$ cat src/rtl/regfile_pkg.sv
// Shared helpers for the parametrised register file: lane count, byte-lane merge
// and a parameter sanity check used at elaboration.
package regfile_pkg;

  localparam int MAX_W     = 256;
  localparam int MAX_LANES = MAX_W / 8;

  function automatic int lanes_of(input int width);
    return width / 8;
  endfunction

  // Callers zero-extend to MAX_W and truncate the result back to their own width.
  function automatic logic [MAX_W-1:0] merge_be(input logic [MAX_W-1:0]     old_v,
                                                input logic [MAX_W-1:0]     new_v,
                                                input logic [MAX_LANES-1:0] be);
    logic [MAX_W-1:0] r;
    r = old_v;
    for (int i = 0; i < MAX_LANES; i++)
      if (be[i]) r[8*i +: 8] = new_v[8*i +: 8];
    return r;
  endfunction

  function automatic bit cfg_ok(input int width, input int depth, input int addr_w);
    return (width > 0) && (width % 8 == 0) && (width <= MAX_W) &&
           (depth >= 2) && ((2 ** addr_w) >= depth);
  endfunction

endpackage

$ cat src/rtl/register_file_reg_entry.sv
// One storage word: async reset, sync clear (wins over write), per-lane write enables.
module reg_entry
  import regfile_pkg::*;
#(
  parameter int               WIDTH       = 16,
  parameter logic [WIDTH-1:0] RESET_VALUE = '0
) (
  input  logic                       clk,
  input  logic                       reset,
  input  logic                       clear,
  input  logic                       we,
  input  logic [WIDTH-1:0]           d,
  input  logic [lanes_of(WIDTH)-1:0] be,
  output logic [WIDTH-1:0]           q
);

  always_ff @(posedge clk or posedge reset) begin
    if (reset)      q <= RESET_VALUE;
    else if (clear) q <= RESET_VALUE;
    else if (we)    q <= WIDTH'(merge_be(MAX_W'(q), MAX_W'(d), MAX_LANES'(be)));
  end

endmodule

$ cat src/rtl/register_file_param.sv
// DEPTH x WIDTH register file: one byte-enabled write port, two registered
// write-first read ports, synchronous clear, optional hard-wired zero entry.
module register_file_param
  import regfile_pkg::*;
#(
  parameter int                WIDTH       = 16,
  parameter int                DEPTH       = 8,
  parameter int                ADDR_W      = 3,
  parameter int                ZERO_REG    = 0,
  parameter logic [WIDTH-1:0]  RESET_VALUE = '0
) (
  input  logic                       clk,
  input  logic                       reset,
  input  logic                       clear,
  input  logic                       wr_en,
  input  logic [ADDR_W-1:0]          wr_addr,
  input  logic [WIDTH-1:0]           wr_data,
  input  logic [lanes_of(WIDTH)-1:0] wr_be,
  input  logic                       rd_en_a,
  input  logic [ADDR_W-1:0]          rd_addr_a,
  output logic [WIDTH-1:0]           rd_data_a,
  output logic                       rd_valid_a,
  input  logic                       rd_en_b,
  input  logic [ADDR_W-1:0]          rd_addr_b,
  output logic [WIDTH-1:0]           rd_data_b,
  output logic                       rd_valid_b
);

  localparam int NPORT = 2;

  if (!cfg_ok(WIDTH, DEPTH, ADDR_W)) begin : g_bad_cfg
    $error("register_file_param: WIDTH must be a multiple of 8 and 2**ADDR_W >= DEPTH >= 2");
  end

  logic [DEPTH-1:0][WIDTH-1:0] q;

  for (genvar i = 0; i < DEPTH; i++) begin : g_ent
    if (ZERO_REG != 0 && i == 0) begin : g_zero
      assign q[i] = '0;
    end else begin : g_reg
      reg_entry #(.WIDTH(WIDTH), .RESET_VALUE(RESET_VALUE)) u_entry (
        .clk   (clk),
        .reset (reset),
        .clear (clear),
        .we    (wr_en && (wr_addr == ADDR_W'(i))),
        .d     (wr_data),
        .be    (wr_be),
        .q     (q[i])
      );
    end
  end

  logic [NPORT-1:0]             rd_en;
  logic [NPORT-1:0][ADDR_W-1:0] rd_addr;
  logic [NPORT-1:0][WIDTH-1:0]  rd_next, rd_q;
  logic [NPORT-1:0]             vld_pipe;

  assign rd_en   = {rd_en_b, rd_en_a};
  assign rd_addr = {rd_addr_b, rd_addr_a};

  // Out-of-range and zero-entry addresses never match, so they fall through to 0.
  always_comb begin
    for (int p = 0; p < NPORT; p++) begin
      rd_next[p] = '0;
      for (int i = 0; i < DEPTH; i++) begin
        if (rd_addr[p] == ADDR_W'(i) && !(ZERO_REG != 0 && i == 0)) begin
          if (clear)
            rd_next[p] = RESET_VALUE;
          else if (wr_en && wr_addr == rd_addr[p])
            rd_next[p] = WIDTH'(merge_be(MAX_W'(q[i]), MAX_W'(wr_data), MAX_LANES'(wr_be)));
          else
            rd_next[p] = q[i];
        end
      end
    end
  end

  always_ff @(posedge clk or posedge reset) begin
    if (reset) begin
      rd_q     <= '0;
      vld_pipe <= '0;
    end else begin
      vld_pipe <= rd_en;
      for (int p = 0; p < NPORT; p++)
        if (rd_en[p]) rd_q[p] <= rd_next[p];
    end
  end

  assign rd_data_a  = rd_q[0];
  assign rd_data_b  = rd_q[1];
  assign rd_valid_a = vld_pipe[0];
  assign rd_valid_b = vld_pipe[1];

endmodule

$ cat config.mk
export PLATFORM = sky130hd
export DESIGN_NAME = register_file_param
export DESIGN_NICKNAME = d
export VERILOG_FILES = /design/src/rtl/regfile_pkg.sv /design/src/rtl/register_file_reg_entry.sv /design/src/rtl/register_file_param.sv
export SDC_FILE = /design/constraint.sdc
export NUM_CORES = 1
export LEC_CHECK = 0
export BUFFER_PORTS_ARGS = -buffer_cell sky130_fd_sc_hd__buf_2
export CORE_MARGIN = 4
export CORE_UTILIZATION = 45
export CTS_BUF_LIST = sky130_fd_sc_hd__clkbuf_8 sky130_fd_sc_hd__clkbuf_16
export CTS_CLUSTER_DIAMETER = 150
export DETAILED_ROUTE_END_ITERATION = 7
export PLACE_DENSITY_LB_ADDON = 0.1
export SKIP_LAST_GASP = 1
export SLEW_MARGIN = 20
export SYNTH_ARGS = -nofsm -noshare
export SYNTH_HDL_FRONTEND = slang
export SYNTH_HIERARCHICAL = 1
export SYNTH_SLANG_ARGS = --single-unit
$ cat constraint.sdc
create_clock -name clk -period 1.8 [get_ports clk]
set_input_delay 0.27 -clock clk [delete_from_list [all_inputs] [get_ports clk]]
set_output_delay 0.27 -clock clk [all_outputs]
set_load 0.05 [all_outputs]
==> reports/results.ini, run 1 <==
[outcome]
status = finished clean

[pwr]
p_per_area_nw_per_um2 = 702
power.leakage_nw = 5.56
ir_worst_vdd_mv = 0.461
finalPower_mw = 9.40

[detailed_routing]
drt_iter0_drc = 1041
wl_microns = 40400
drt_pass1_iterations = 5
wire_per_inst_microns = 23.3
vias = 10630
drtAntennaViolNets = 0
remaining_drc_errors = 0
vias_per_cell = 6.14

[sta]
timing_hold_violations_final = 0
drv_slew = 0
setup_violations = 0
rsz0062_at_grt = no
fin_skew_ns = 0.0124
period_needed_ns = 1.72
fin_crit_sh = 0.954
timing.hold.ws_ns = 0.0466
fin_ws_ns = 0.0832
maxSlewHeadroom = 0.514
tightest_slew_ns = 0.728
fmax_mhz = 582

[hold_path]
min_to = vld_pipe[0]
whs_path_depth = 1
hold_path_class = primary input to register
worstHoldStart = rd_en_a

[clocking]
ctsRootBufferMaster = clkbuf_16
clk_path_buf_depth = 2
htreeDepth = 4
clk_latency_ns = 0.44
tritoncts = built
post_cts_buffers = 0
cts_sinks = 162
clk_pin_slew_worst_paths_ns = 0.07
cts_inserted_buffers = 17

[global_route]
grt_pass1_wl_microns = 62500
top_usage_layer = met2
use_met3 = 0.0357
grt_max_degree = 129
antenna_found_initial = 0
first_global_vias = 10224
grt_use_met1 = 0.395
grt_use_total = 0.282
gr-total-overflow = 0
grt_use_met2 = 0.461

[setup_path]
rr_worst_depth = 7
critPathRequiredTime_ns = 2.18
worstSetupPathType = primary input to register
start_kind = primary input
arrival_ns = 2.10
r2r_start = g_ent[6].g_reg.u_entry/q[1]
crit_path_max_fanout = 11
endpoint_kind = register
reg2reg_to = rd_data_a[1]
reg2reg_slack_ns = 0.20

[place]
place_hpwl_microns = 29000
gp_congestion = 0.943
dp_slack_ns = -0.344
port_buffers = 66

[logic_synthesis]
syn_inst = 1286
yosys_warnings = 6
synth-edff-count = 0
async_reset_ff_frac = 1.00
netlist.area_leader.share = 0.350
synth_top_cell_by_area = dfrtp_1
synth.avg_cell_area_sq_um = 9.01
seq_area_frac_synth = 0.350
syn_area_sq_um = 11600
ys_top_cells_by_area = dfrtp_1 (35%), a21oi_1 (8.0%), nand3_1 (6.6%)
syn_nets = 1319
synth_flop_cell = dfrtp_1
synth_cell_type_count = 68
yosysMostFrequentCell = a21oi_1
ys_ff_latch = 162
yosys-top-cells-count = a21oi_1 (185), dfrtp_1 (162), nand3_1 (153)

[run]
drv_cap = 0

[layout]
seqCellArea_sq_um = 4050
drive_gt1_frac = 0.286
nets = 1421
fillers = 2395
syn_to_final_growth_pct = 15.6
diodes = 0
multi_input_area_sq_um = 6450

[floorplan]
die_area_sq_um = 28400
initial_core_util = 0.459
coreArea_sq_um = 25300
rows = 58
die_h_microns = 168
die_w_microns = 168
ios = 67

## cells in the final DEF, fill, tap and decap left out, types with 44 or more instances in the layout
cell type and n:
a21oi_1 185, dfrtp_1 162, nand3_1 153, buf_4 132
nand2_1 82, a21bo_1 64, a21bo_2 64, buf_2 63
nor2_1 44, o21ai_0 44
## cell families (layout without fill, tap and decap cells)
logic type	count (synthesis)	after routing	synth area share
AO/OA/AOI/OAI	534	534	0.330
flip-flops	162	162	0.350
AND/OR/NAND/NOR	367	367	0.160
buffers and inverters	153	268	0.0961
XOR/XNOR	12	12	0.0104
multiplexers	58	58	0.0538
## critical path, stage by stage
cell and delay, ns:
buf_2 0.28, xor2_2 0.29, nor4_4 0.09, buf_12 0.17, a21boi_0 0.45, o221ai_1 0.22, nand4_1 0.13, o221a_2 0.18
## worst max-delay path by stage
stage / to / slack (ns) / startpoint / cells past startpoint
after floorplan: rd_data_b[2] / 0.03 / rd_addr_b[0] / 8
after global placement: rd_data_a[7] / -0.34 / rd_addr_a[0] / 8
after detailed placement: rd_data_a[7] / -0.34 / rd_addr_a[0] / 8
after CTS: rd_data_a[7] / 0.11 / rd_addr_a[0] / 8
after global routing: rd_data_a[12] / 0.01 / wr_addr[2] / 8
final: rd_data_a[9] / 0.08 / rd_addr_a[0] / 8
## per-layer routing
layer,wire length (microns),share of wire
met4,906,0.022
met1,18200,0.45
met2,19300,0.48
met5,0,0
met3,1910,0.047
## where the power goes
group	switching, mW	internal, mW	leakage [nW]
logic	1.26	0.627	3.08
clock network	1.72	1.96	0.273
registers	0.0939	3.74	2.21
## metrics by stage
step / TNS (ns) / instances / util / cell area (sq um)
4_1_cts: 0 / 1731 / 0.530 / 13400
5_1_grt: 0 / 1731 / 0.530 / 13400
3_3_place_gp: -4.67 / 1698 / 0.507 / 12800
2_1_floorplan: 0 / 1286 / - / 11600
3_5_place_dp: -4.96 / 1698 / 0.507 / 12800
6_report: 0 / 1731 / 0.530 / 13400
## final cells by class
| class | instances | share of cell area |
|---|---|---|
| inverter | 13 | 0.00364 |
| sequential | 162 | 0.303 |
| tap | 330 | 0.0308 |
| multi-input combinational | 971 | 0.482 |
| clock buffer | 18 | 0.0328 |
| timing repair buffer | 223 | 0.139 |
| clock inverter | 14 | 0.00962 |
## what timing repair did
action                                  CTS  global route
resized for setup                         0             1
endpoints found under the hold margin    75             0
hold buffers                              1             0
endpoints found under the setup margin    0             3
## state kept, by name, indices dropped and copies added, names as in the netlist
register               flops
rd_data_b                 16
g_ent.g_reg.u_entry/q    128
vld_pipe                   2
rd_data_a                 16
Note: power is estimated with default switching activity, not from simulation.
==> inputs of run 2 (changes only) <==
--- a/config.mk
+++ b/config.mk
@@ -7,7 +7,7 @@
 export LEC_CHECK = 0
 export BUFFER_PORTS_ARGS = -buffer_cell sky130_fd_sc_hd__buf_2
 export CORE_MARGIN = 4
-export CORE_UTILIZATION = 45
+export CORE_UTILIZATION = 50
 export CTS_BUF_LIST = sky130_fd_sc_hd__clkbuf_8 sky130_fd_sc_hd__clkbuf_16
 export CTS_CLUSTER_DIAMETER = 150
 export DETAILED_ROUTE_END_ITERATION = 7
==> constraint.sdc (replaced) <==
create_clock -name clk -period 1.8 [get_ports clk]
set_input_delay 0.27 -clock clk [delete_from_list [all_inputs] [get_ports clk]]
set_output_delay 0.27 -clock clk [all_outputs]
set_load 0.005 [all_outputs]
==> reports/results.ini, run 2 (same netlist as run 1, synthesis figures left out) <==
[outcome]
status = finished clean

[global_route]
grt_max_degree = 87  ; -33%
gr-total-overflow = 0  ; unchanged
grt_pass1_wl_microns = 64300  ; +2.9%
first_global_vias = 10280  ; +0.55%
grt_use_total = 0.324  ; +0.0419
antenna_found_initial = 4  ; +4

[floorplan]
die_area_sq_um = 25700  ; -9.5%
ios = 67  ; unchanged
coreArea_sq_um = 22700  ; -10%
die_w_microns = 160  ; -4.9%
die_h_microns = 160  ; -4.9%
initial_core_util = 0.510  ; +0.0514
rows = 55  ; -5.2%

[sta]
fin_crit_sh = 0.951  ; -0.00320
period_needed_ns = 1.71  ; -0.00577 ns
tightest_slew_ns = 0.858  ; +0.131 ns
setup_violations = 0  ; unchanged
fmax_mhz = 584  ; +0.34%
tns_ns = 0  ; unchanged
fin_ws_ns = 0.0890  ; +0.00577 ns
maxSlewHeadroom = 0.428  ; -0.0867
rsz0062_at_grt = no
timing_hold_violations_final = 0  ; unchanged
timing.hold.ws_ns = 0.139  ; +0.0926 ns
drv_slew = 0  ; unchanged
fin_skew_ns = 0.00983  ; -0.00258 ns

[layout]
drive_gt1_frac = 0.288  ; +0.00213
final_cell_mix = a21oi_1 (185), dfrtp_1 (162), nand3_1 (153)
layout_commonest_cell = a21oi_1
regMostFlops = g_ent.g_reg.u_entry/q
syn_to_final_growth_pct = 15.1
nets = 1428  ; +0.49%
fillers = 2049  ; -14%
instances_no_fill = 1695  ; -2.1%
largest_reg_flops = 128  ; unchanged

[clocking]
ctsRootBufferMaster = clkbuf_16
ctsHoldBuffers = 1  ; unchanged
tritoncts = built
post_cts_buffers = 0  ; unchanged
clk_pin_slew_worst_paths_ns = 0.07  ; about the same
clk_path_buf_depth = 2  ; unchanged
cts-resized-gates = 0  ; unchanged
clk_latency_ns = 0.44  ; about the same
htreeDepth = 4  ; unchanged
cts_inserted_buffers = 17  ; unchanged
cts_sinks = 162  ; unchanged

[hold_path]
hold_path_class = primary input to register
whs_path_depth = 1  ; unchanged
min_to = vld_pipe[1]
worstHoldStart = rd_en_b

[setup_path]
reg2reg_slack_ns = 0.14  ; -0.06 ns
arrival_ns = 2.01  ; -0.09 ns
critPathRequiredTime_ns = 2.10  ; -0.08 ns
endpoint_kind = register
start_kind = primary input
crit_path_max_fanout = 33  ; +22
rr_worst_depth = 7  ; unchanged
worstSetupPathType = primary input to register
reg2reg_to = rd_data_a[4]
r2r_start = g_ent[6].g_reg.u_entry/q[4]

[detailed_routing]
vias = 10826  ; +1.8%
remaining_drc_errors = 0  ; unchanged
wl_microns = 42000  ; +3.8%
drt_iter0_drc = 1223  ; +17%
vias_per_cell = 6.39  ; +4.0%
wire_per_inst_microns = 24.8  ; +6.0%
drtAntennaViolNets = 0  ; unchanged
drt_pass1_iterations = 6  ; +1

[pwr]
ir_worst_vdd_mv = 0.561  ; +22%
power.leakage_nw = 5.58  ; +0.29%
p_per_area_nw_per_um2 = 686  ; -2.2%
finalPower_mw = 9.15  ; -2.6%

[place]
port_buffers = 66  ; unchanged
dp_slack_ns = -0.241  ; +0.103 ns
dp_cells = 1660  ; -2.2%
gp_congestion = 0.947  ; +0.44%
place_hpwl_microns = 30000  ; +3.3%

[run]
drv_cap = 0  ; unchanged

## run 2: per-layer routing
layer / vias up / part of all wire / global-route usage
li1: 4969 / - / -
met1: 5229 / 0.44 / 0.463
met2: 543 / 0.43 / 0.473
met3: 81 / 0.096 / 0.0890
met4: 4 / 0.033 / 0.112
met5: - / 0.00038 / 0
## run 2: worst max-delay path by stage
stage                                           start      endpoint  slack, ns  cells past startpoint
after floorplan                          rd_addr_b[0]  rd_data_b[2]       0.03                      8
after global placement                   rd_addr_b[0]  rd_data_b[3]      -0.26                      6
after detailed placement                   wr_addr[1]  rd_data_a[8]      -0.24                      8
after CTS                 g_ent[6].g_reg.u_entry/q[4]  rd_data_a[4]       0.16                      7
after global routing                     rd_addr_b[0]  rd_data_b[6]       0.01                      6
final                                    rd_addr_b[0]  rd_data_b[6]       0.09                      6
## run 2: cell type report
type	count	area, sq um	area share
multi-input combinational	971	6450	0.484
sequential	162	4050	0.304
timing repair buffer	230	1860	0.139
clock buffer	17	425	0.0319
tap	285	357	0.0267
clock inverter	15	138	0.0103
inverter	13	48.8	0.00366
antenna	2	5.00	0.000375
## run 2: where the power goes
group | switching [mW] | leakage (nW) | internal [mW] | total, mW
sequential | 0.101 | 2.21 | 3.74 | 3.84
clock | 1.72 | 0.280 | 1.92 | 3.65
combinational | 1.05 | 3.09 | 0.617 | 1.67
## run 2: stage by stage
| stage | util | instance area, sq um |
|---|---|---|
| 2_1_floorplan | - | 11600 |
| 3_3_place_gp | 0.562 | 12800 |
| 3_5_place_dp | 0.562 | 12800 |
| 4_1_cts | 0.587 | 13300 |
| 5_1_grt | 0.587 | 13300 |
| 6_report | 0.587 | 13300 |
## run 2: worst max-delay path, stage by stage
cell and delay (ns):
buf_2 0.14, buf_4 0.16, buf_12 0.17, or3_1 0.54, o311ai_1 0.55, a31oi_1 0.15
